## src/rtl/ifu_fetch_buffer.sv

```systemverilog
// ifu_fetch_buffer: DEPTH-entry circular instruction FIFO between fetch and decode.
// Holds {inst, addr} pairs and has valid/ready handshakes on both sides.
// A flush empties the buffer in one cycle. When the buffer is empty, the
// outputs show a NOP at address 0.
module ifu_fetch_buffer #(
    parameter int                DATA_W   = 32,
    parameter int                ADDR_W   = 32,
    parameter int                DEPTH    = 4,
    parameter logic [DATA_W-1:0] NOP_INST = 32'h00000013,
    localparam int               PTR_W    = $clog2(DEPTH),
    localparam int               CNT_W    = $clog2(DEPTH + 1)
) (
    input  logic              clk,
    input  logic              rst,
    input  logic [DATA_W-1:0] inst_i,
    input  logic [ADDR_W-1:0] inst_addr_i,
    input  logic              inst_valid_i,
    output logic              inst_ready_o,
    input  logic              flush_i,
    input  logic              dec_ready_i,
    output logic [DATA_W-1:0] inst_o,
    output logic [ADDR_W-1:0] inst_addr_o,
    output logic              inst_valid_o,
    output logic [CNT_W-1:0]  count_o
);

    typedef struct packed {
        logic [DATA_W-1:0] inst;
        logic [ADDR_W-1:0] addr;
    } entry_t;

    entry_t           mem_q [DEPTH];
    logic [PTR_W-1:0] wr_ptr_q, wr_ptr_d;
    logic [PTR_W-1:0] rd_ptr_q, rd_ptr_d;
    logic [CNT_W-1:0] count_q, count_d;

    logic full, empty, push, pop;

    // Status flags come only from the registered count. This keeps
    // dec_ready_i and flush_i from having a combinational path to ready.
    assign full  = (count_q == CNT_W'(DEPTH));
    assign empty = (count_q == '0);

    // A flush suppresses both the push and the pop for the same cycle.
    assign push = inst_valid_i & ~full  & ~flush_i;
    assign pop  = ~empty & dec_ready_i & ~flush_i;

    assign inst_ready_o = ~full;
    assign inst_valid_o = ~empty;
    assign count_o      = count_q;

    // Head presentation: force NOP/0 when empty so decode never sees stale data.
    always_comb begin
        inst_o      = NOP_INST;
        inst_addr_o = '0;
        if (!empty) begin
            inst_o      = mem_q[rd_ptr_q].inst;
            inst_addr_o = mem_q[rd_ptr_q].addr;
        end
    end

    // Next-state pointers and occupancy. Flush wins over everything else.
    // DEPTH is a power of two, so the pointers wrap on their own.
    always_comb begin
        wr_ptr_d = wr_ptr_q;
        rd_ptr_d = rd_ptr_q;
        count_d  = count_q;
        if (flush_i) begin
            wr_ptr_d = '0;
            rd_ptr_d = '0;
            count_d  = '0;
        end else begin
            if (push) wr_ptr_d = wr_ptr_q + PTR_W'(1);
            if (pop)  rd_ptr_d = rd_ptr_q + PTR_W'(1);
            if (push && !pop)      count_d = count_q + CNT_W'(1);
            else if (pop && !push) count_d = count_q - CNT_W'(1);
        end
    end

    // Control state register with asynchronous active-low reset.
    always_ff @(posedge clk or negedge rst) begin
        if (!rst) begin
            wr_ptr_q <= '0;
            rd_ptr_q <= '0;
            count_q  <= '0;
        end else begin
            wr_ptr_q <= wr_ptr_d;
            rd_ptr_q <= rd_ptr_d;
            count_q  <= count_d;
        end
    end

    // Entry storage. It has no reset because the count and the empty mux
    // hide stale contents.
    always_ff @(posedge clk) begin
        if (push) begin
            mem_q[wr_ptr_q].inst <= inst_i;
            mem_q[wr_ptr_q].addr <= inst_addr_i;
        end
    end

endmodule

```

## config.mk

```make
export PLATFORM = sky130hd
export DESIGN_NAME = ifu_fetch_buffer
export DESIGN_NICKNAME = d
export VERILOG_FILES = /design/src/rtl/ifu_fetch_buffer.sv
export SDC_FILE = /design/constraint.sdc
export NUM_CORES = 1
export LEC_CHECK = 0
export BUFFER_PORTS_ARGS = -buffer_cell sky130_fd_sc_hd__buf_2
export CAP_MARGIN = 20
export CORE_UTILIZATION = 39
export CTS_CLUSTER_SIZE = 14
export DETAILED_ROUTE_END_ITERATION = 6
export PLACE_DENSITY = 0.58
export SYNTH_ARGS = -nofsm -noshare
export SYNTH_HDL_FRONTEND = slang
export SYNTH_SLANG_ARGS = --single-unit
```

## constraint.sdc

```tcl
create_clock -name clk -period 2.9 [get_ports clk]
set_clock_uncertainty 0.15 [all_clocks]
set_input_delay 0.58 -clock clk [delete_from_list [all_inputs] [get_ports clk]]
set_output_delay 0.58 -clock clk [all_outputs]
set_load 0.005 [all_outputs]
```

==> results of run 1 <==
## stage by stage
| stage | total power [W] | setup TNS (ns) |
|---|---|---|
| after floorplan | 0.00617 | 0 |
| after global placement | 0.00723 | 0 |
| after detailed placement | 0.00727 | 0 |
| after CTS | 0.0106 | -0.210 |
| after global routing | 0.0112 | -1.39 |
| final | 0.0107 | 0 |
## logic make-up (layout without fill, tap and decap cells)
family	count (synthesis)	in the layout	synth area share
adder cells (fa/ha/maj)	5	5	0.00687
AND/OR/NAND/NOR	84	84	0.0497
AO/OA/AOI/OAI	13	13	0.00945
flip-flops	263	263	0.771
buffers and inverters	33	221	0.0169
XOR/XNOR	2	2	0.00172
multiplexers	67	67	0.145
## metal layers
metal	track usage	wire length, um	up-vias
li1	-	-	2220
met1	0.204	8900	2583
met2	0.251	10000	120
met3	0.0316	1010	33
met4	0.0387	482	4
met5	0	18	-
## power groups by stage
stage	clock [W]	combinational (W)	sequential (W)
final	0.00315	0.00301	0.00450
after global routing	0.00335	0.00331	0.00452
after CTS	0.00323	0.00290	0.00451
after detailed placement	0	0.00269	0.00458
after global placement	0	0.00267	0.00456
after floorplan	0	0.00165	0.00451
## cell usage in the layout (no fill, tap or decap), types with 3 or more instances in the layout
master     synthesis  final
edfxtp_1         256    256
buf_2              9    130
mux4_2            64     64
and2_1            66     53
clkbuf_16          0     30
and2_4             0     13
clkbuf_1          10     10
buf_12             0     10
nor2_1             9      9
buf_6              5      8
inv_1              8      7
buf_4              0      7
clkinv_2           0      5
dfrtp_1            7      5
ha_1               4      4
clkbuf_8           0      4
or2_1              3      3
o21ai_0            3      3
clkinv_1           0      3
buf_16             0      3
## Yosys cell counts (2+ instances only)
cell / n / area, sq um
a21oi_1: 2 / 10.0
nand3_1: 2 / 10.0
mux4_2: 64 / 1440
and2_1: 66 / 413
inv_1: 8 / 30.0
buf_2: 9 / 45.0
ha_1: 4 / 50.1
o21ai_0: 3 / 15.0
buf_6: 5 / 56.3
edfxtp_1: 256 / 7690
clkbuf_1: 10 / 37.5
or2_1: 3 / 18.8
xor2_1: 2 / 17.5
mux2_1: 2 / 22.5
nor2_1: 9 / 33.8
dfrtp_1: 7 / 175
## worst reg2reg max path, cell delays in order (launching register included)
cell and delay, ns:
dfrtp_1 0.50, nor3b_1 0.41, nor3_1 0.18, and2_1 0.19
fa_1 0.43, and3b_1 0.24, a311oi_1 0.28, a211oi_1 0.09
## flip-flops by register name (all words and copies together), names as in the netlist
signal / count
rd_ptr_q: 2
mem_q: 256
wr_ptr_q: 2
count_o: 3
## timing repair
item / 4_1_cts / 5_1_grt
gates cloned: 1 / 5
endpoints found under the setup margin: 56 / 63
hold buffers: 1 / 0
resized for setup: 20 / 1
endpoints found under the hold margin: 7 / 0
pin swaps: 6 / 0
buffers inserted: 0 / 5
## area by class of cell
| class | count | area (sq um) |
|---|---|---|
| clock inverter | 9 | 45.0 |
| timing repair buffer | 163 | 1180 |
| inverter | 8 | 32.5 |
| clock buffer | 41 | 768 |
| multi-input combinational | 171 | 2200 |
| tap | 330 | 413 |
| sequential | 263 | 7870 |
| fill | 2127 | 12900 |
## worst min path at each step
stage / end / depth (start not counted) / from / slack [ns]
finish: mem_q[3][26]$_DFFE_PP_ / 1 / inst_addr_i[26] / 0.11
global route: mem_q[2][47]$_DFFE_PP_ / 1 / inst_i[15] / 0.10
CTS: mem_q[0][54]$_DFFE_PP_ / 1 / inst_i[22] / 0.09
detailed placement: count_o[1]$_DFFE_PN0P_ / 1 / rst / 0.28
global placement: count_o[0]$_DFFE_PN0P_ / 1 / rst / 0.27
floorplan: count_o[0]$_DFFE_PN0P_ / 0 / rst / 0.13
==> results.tsv, run 1 <==
metric	value	unit
ir_drop	421	uV
cts.sinks	263	
cp_max_fo	6	
synth_cell_types	31	
grt_pass1_vias	5364	
fin_crit_sh	0.997	
cts_inserted_buffers	27	
first_pass_iters	4	
grt_antenna_before_repair	2	
syn_nets	541	
crit_type	register to output port	
fp-row-count	58	
die_x	164	um
rr_startpoint	count_o[2]$_DFFE_PN0P_	
cp.depth	5	
path_buf_inv	3	
fmax	346	MHz
required	2.17	ns
num_vias	4960	
r2r_cells	7	
synth_enable_flop_cells	256	
area_delta_synth_final	22.6	%
setup_slack	0.00792	ns
p_comb_frac	0.282	
status	finished clean	
slew_violations	0	
reg2reg_to	count_o[2]$_DFFE_PN0P_	
hold_ws	0.114	ns
min_period	2.89	ns
yosys_warnings	0	
netlist_instances	467	
start_kind	register	
stdcell_count	985	
clk-insertion-delay-late	0.53	ns
net-switching-power	0.00279	W
cts_tree	built	
coreArea	25400	sq um
antenna_cells	0	
ys.flop_type	edfxtp_1	
power.leakage	4.31	nW
rsz0062_at_grt	true	
powerDensity	853	nW/um^2
h-tree-depth	1	
tightest_slew	0.533	ns
r2r_setup_slack	0.30	ns
grt_pass1_wl	30300	um
layout-drive-gt1-share	0.431	
setup_violations	0	
critical_path_arrival	2.16	ns
startpoint	rd_ptr_q[0]$_DFFE_PN0P_	
vias_per_cell	5.04	
dpl-instance-area	11400	sq um
synthArstFlopShare	0.0266	
power_frac_clock	0.295	
ant_nets	0	
cp-endpoint	inst_o[4]	
hold_viol_final	0	
clkSlewWorstSetupHoldPaths	0.06	ns
cts_max_path_buffers	3	
end_kind	output port	
ios	138	
fin_area	12500	sq um
place.gp.congestion	0.817	
crit_chain	buf_4, buf_16, mux4_2, or2_1, buf_2	
synth_area_per_cell	21.8	sq um
seqPwrFrac	0.422	
wl	20400	um
crit_family	multiplexers	
syn_area	10200	sq um
internal_power	0.00787	W
die_y	164	um
grt_max_degree	45	
post-route-util	0.492	
grtUsageTotal	0.151	
detailed_place_hpwl	11900	um
dieArea	26800	sq um
wire_per_inst	20.7	um
switching_share	0.262	
place_inst	923	
final_nets	708	
start_util	0.402	
ys_seq_area_frac	0.771	
port_buffers	137	
cts-root-buf	clkbuf_16	
maxCapViolCount	0	
relSlewSlack	0.642	
critPathMaxStageDelay	0.49	ns
route.detailed.drc	0	
pre_cts_ws	0.377	ns
hp-class	primary input to register	
overflow	0	
slowest_stage	mux4_2	
ys_ff_latch	263	
drt_iter0_drc	222	
Power figures use the tool's default switching activity.
==> run 2: changes to the inputs <==
ABC_AREA = 1   (was default)
==> run 2 against run 1 <==
Against the previous run:
- synthesized cell count up 75%
- via count up 30%
- global-route usage grew 1.3 points
- non-clock buffer count fell by 6
- design area fell by 0.62%
- register-to-register slack better by 0.35 ns
- die area is 1.6% higher
- core utilization is 1.5 points lower
- setup slack improved by 0.15 ns
==> results.tsv, run 2 <==
metric	value	unit
status	finished clean	
syn_area	10400	sq um
ys_ff_latch	263	
synthArstFlopShare	0.0266	
ir_drop	656	uV
yosys.area_share.simple	0.106	
layout_commonest_cell	nor2_1	
first_pass_iters	4	
cts-root-buf	clkbuf_16	
synth_compound_area_frac	0.0966	
p_comb_frac	0.283	
internal_power	0.00751	W
rsz0062_at_grt	false	
cts_inserted_buffers	27	
route.detailed.drc	0	
hp-class	primary input to register	
port_buffers	137	
yosys_warnings	0	
dieArea	27200	sq um
overflow	0	
fin_crit_sh	0.946	
cp_max_fo	55	
synth.area.top_cells	edfxtp_1 (74%), nor2_1 (9.5%), o21ai_0 (6.1%)	
yosys-top-cells-count	nor2_1 (261), edfxtp_1 (256), o21ai_0 (126)	
num_vias	6472	
maxCapViolCount	0	
grt_pass1_vias	6151	
grt_max_degree	67	
dpl-instance-area	11600	sq um
setup_slack	0.155	ns
largest_register_ff_count	256	
h-tree-depth	1	
detailed_place_hpwl	12400	um
seqPwrFrac	0.413	
final_nets	1029	
top_layer	met5	
fmax	364	MHz
clkSlewWorstSetupHoldPaths	0.06	ns
cts_max_path_buffers	3	
synthAdderAreaFrac	0.00676	
area_delta_synth_final	19.9	%
grt_pass1_wl	33900	um
die_y	165	um
synth_area_per_cell	12.7	sq um
yosysTopAreaCellShare	0.742	
pre_cts_ws	0.511	ns
drt_iter0_drc	440	
r2r_setup_slack	0.65	ns
synth_xor_area_frac	0.000845	
wl	22400	um
cts_tree	built	
fillers	2279	
syn_nets	891	
m1WireLength	9800	um
largest_register	mem_q	
hold_viol_final	0	
power_frac_clock	0.304	
netlist_instances	817	
wl_met3	1380	um
wire_per_inst	17.1	um
grtUsageTotal	0.165	
ys_seq_area_frac	0.759	
yosysMostFrequentCell	nor2_1	
start_kind	register	
net-switching-power	0.00344	W
powerDensity	882	nW/um^2
switching_share	0.314	
start_util	0.398	
wl_met2	10700	um
min_period	2.74	ns
synth_top_family_by_area	simple AND/OR/NAND/NOR gates	
end_kind	output port	
required	2.17	ns
place.gp.congestion	0.710	
yosys.area.top_type	edfxtp_1	
layout-drive-gt1-share	0.210	
vias_per_cell	4.93	
clk-insertion-delay-late	0.52	ns
cts.sinks	263	
tightest_slew	0.409	ns
slew_violations	0	
fin_area	12400	sq um
fp-row-count	59	
power.leakage	4.50	nW
setup_violations	0	
ios	138	
ant_nets	0	
die_x	165	um
coreArea	26100	sq um
ys.flop_type	edfxtp_1	
synth_cell_types	24	
critical_path_arrival	2.01	ns
p_total	0.0110	W
relSlewSlack	0.727	
synth.mux.area_fraction	0	
grt_antenna_before_repair	8	
synth_enable_flop_cells	256	
final_cell_mix	nor2_1 (257), edfxtp_1 (256), buf_2 (137)	
crit_type	register to output port	
-- run 2: changes by cell type in the layout (fill, tap and decap cells not counted), moves of 13 or more --
cell     change
o21ai_0    +123
and2_1      -53
a21oi_1     +63
nand2_1     +16
and2_4      -13
mux4_2      -64
nor2_1     +248
-- run 2: critical path, cell delays in order (launching register included) --
cell	delay [ns]
dfrtp_1	0.43
nor2_4	0.15
nand2_2	0.11
inv_2	0.17
buf_12	0.33
a21oi_1	0.13
buf_2	0.15
-- run 2: repair_timing --
item | CTS | global route
setup buffers | 0 | 0
endpoints found under the setup margin | 0 | 9
resized for setup | 0 | 1
hold buffers | 1 | 0
hold endpoints to repair | 7 | 0
-- run 2: cell type report --
cell class	instances	area [sq um]	area share
tap	335	419	0.0337
sequential	263	7870	0.633
inverter	18	68.8	0.00554
antenna	2	5.00	0.000403
clock inverter	16	151	0.0122
multi-input combinational	488	2210	0.178
clock buffer	34	702	0.0565
timing repair buffer	157	1000	0.0809
-- run 2: worst paths after layout --
kind,depth (start not counted),endpoint,start
hold reg to reg,2,count_o[1]$_DFFE_PN0P_,count_o[1]$_DFFE_PN0P_
hold / removal,1,mem_q[2][35]$_DFFE_PP_,inst_i[3]
setup reg to reg,7,mem_q[1][36]$_DFFE_PP_,count_o[0]$_DFFE_PN0P_
setup / recovery,6,inst_o[31],count_o[1]$_DFFE_PN0P_
min in group asynchronous,2,rd_ptr_q[0]$_DFFE_PN0P_,rst
max in group asynchronous,2,rd_ptr_q[0]$_DFFE_PN0P_,rst
-- run 2: power groups by stage --
stage / combinational (W) / clock (W) / sequential [W]
after floorplan: 0.00178 / 0 / 0.00459
after global placement: 0.00316 / 0 / 0.00459
after detailed placement: 0.00317 / 0 / 0.00460
after CTS: 0.00318 / 0.00340 / 0.00452
after global routing: 0.00352 / 0.00354 / 0.00454
final: 0.00310 / 0.00333 / 0.00452
-- run 2: per-stage QoR --
step / utilization / instances / hold slack (ns) / setup TNS [ns]
global route: 0.477 / 1312 / 0.0909 / 0
CTS: 0.476 / 1311 / 0.0874 / 0
floorplan: - / 817 / 0.134 / -81.85
global placement: 0.443 / 1260 / 0.292 / 0
detailed placement: 0.443 / 1260 / 0.293 / 0
finish: 0.477 / 1313 / 0.111 / 0
-- run 2: layer usage --
metal	vias up	GRT usage
met1	3093	0.213
li1	3178	-
met3	42	0.0434
met4	8	0.0375
met5	-	0
met2	151	0.276
-- run 2: cells by family (layout without fill, tap and decap cells) --
logic type               Yosys count  in the layout
AND/OR/NAND/NOR                  285            285
buffers and inverters             66            225
flip-flops                       263            263
adder cells (fa/ha/maj)            5              5
other                              0              2
AO/OA/AOI/OAI                    197            197
XOR/XNOR                           1              1
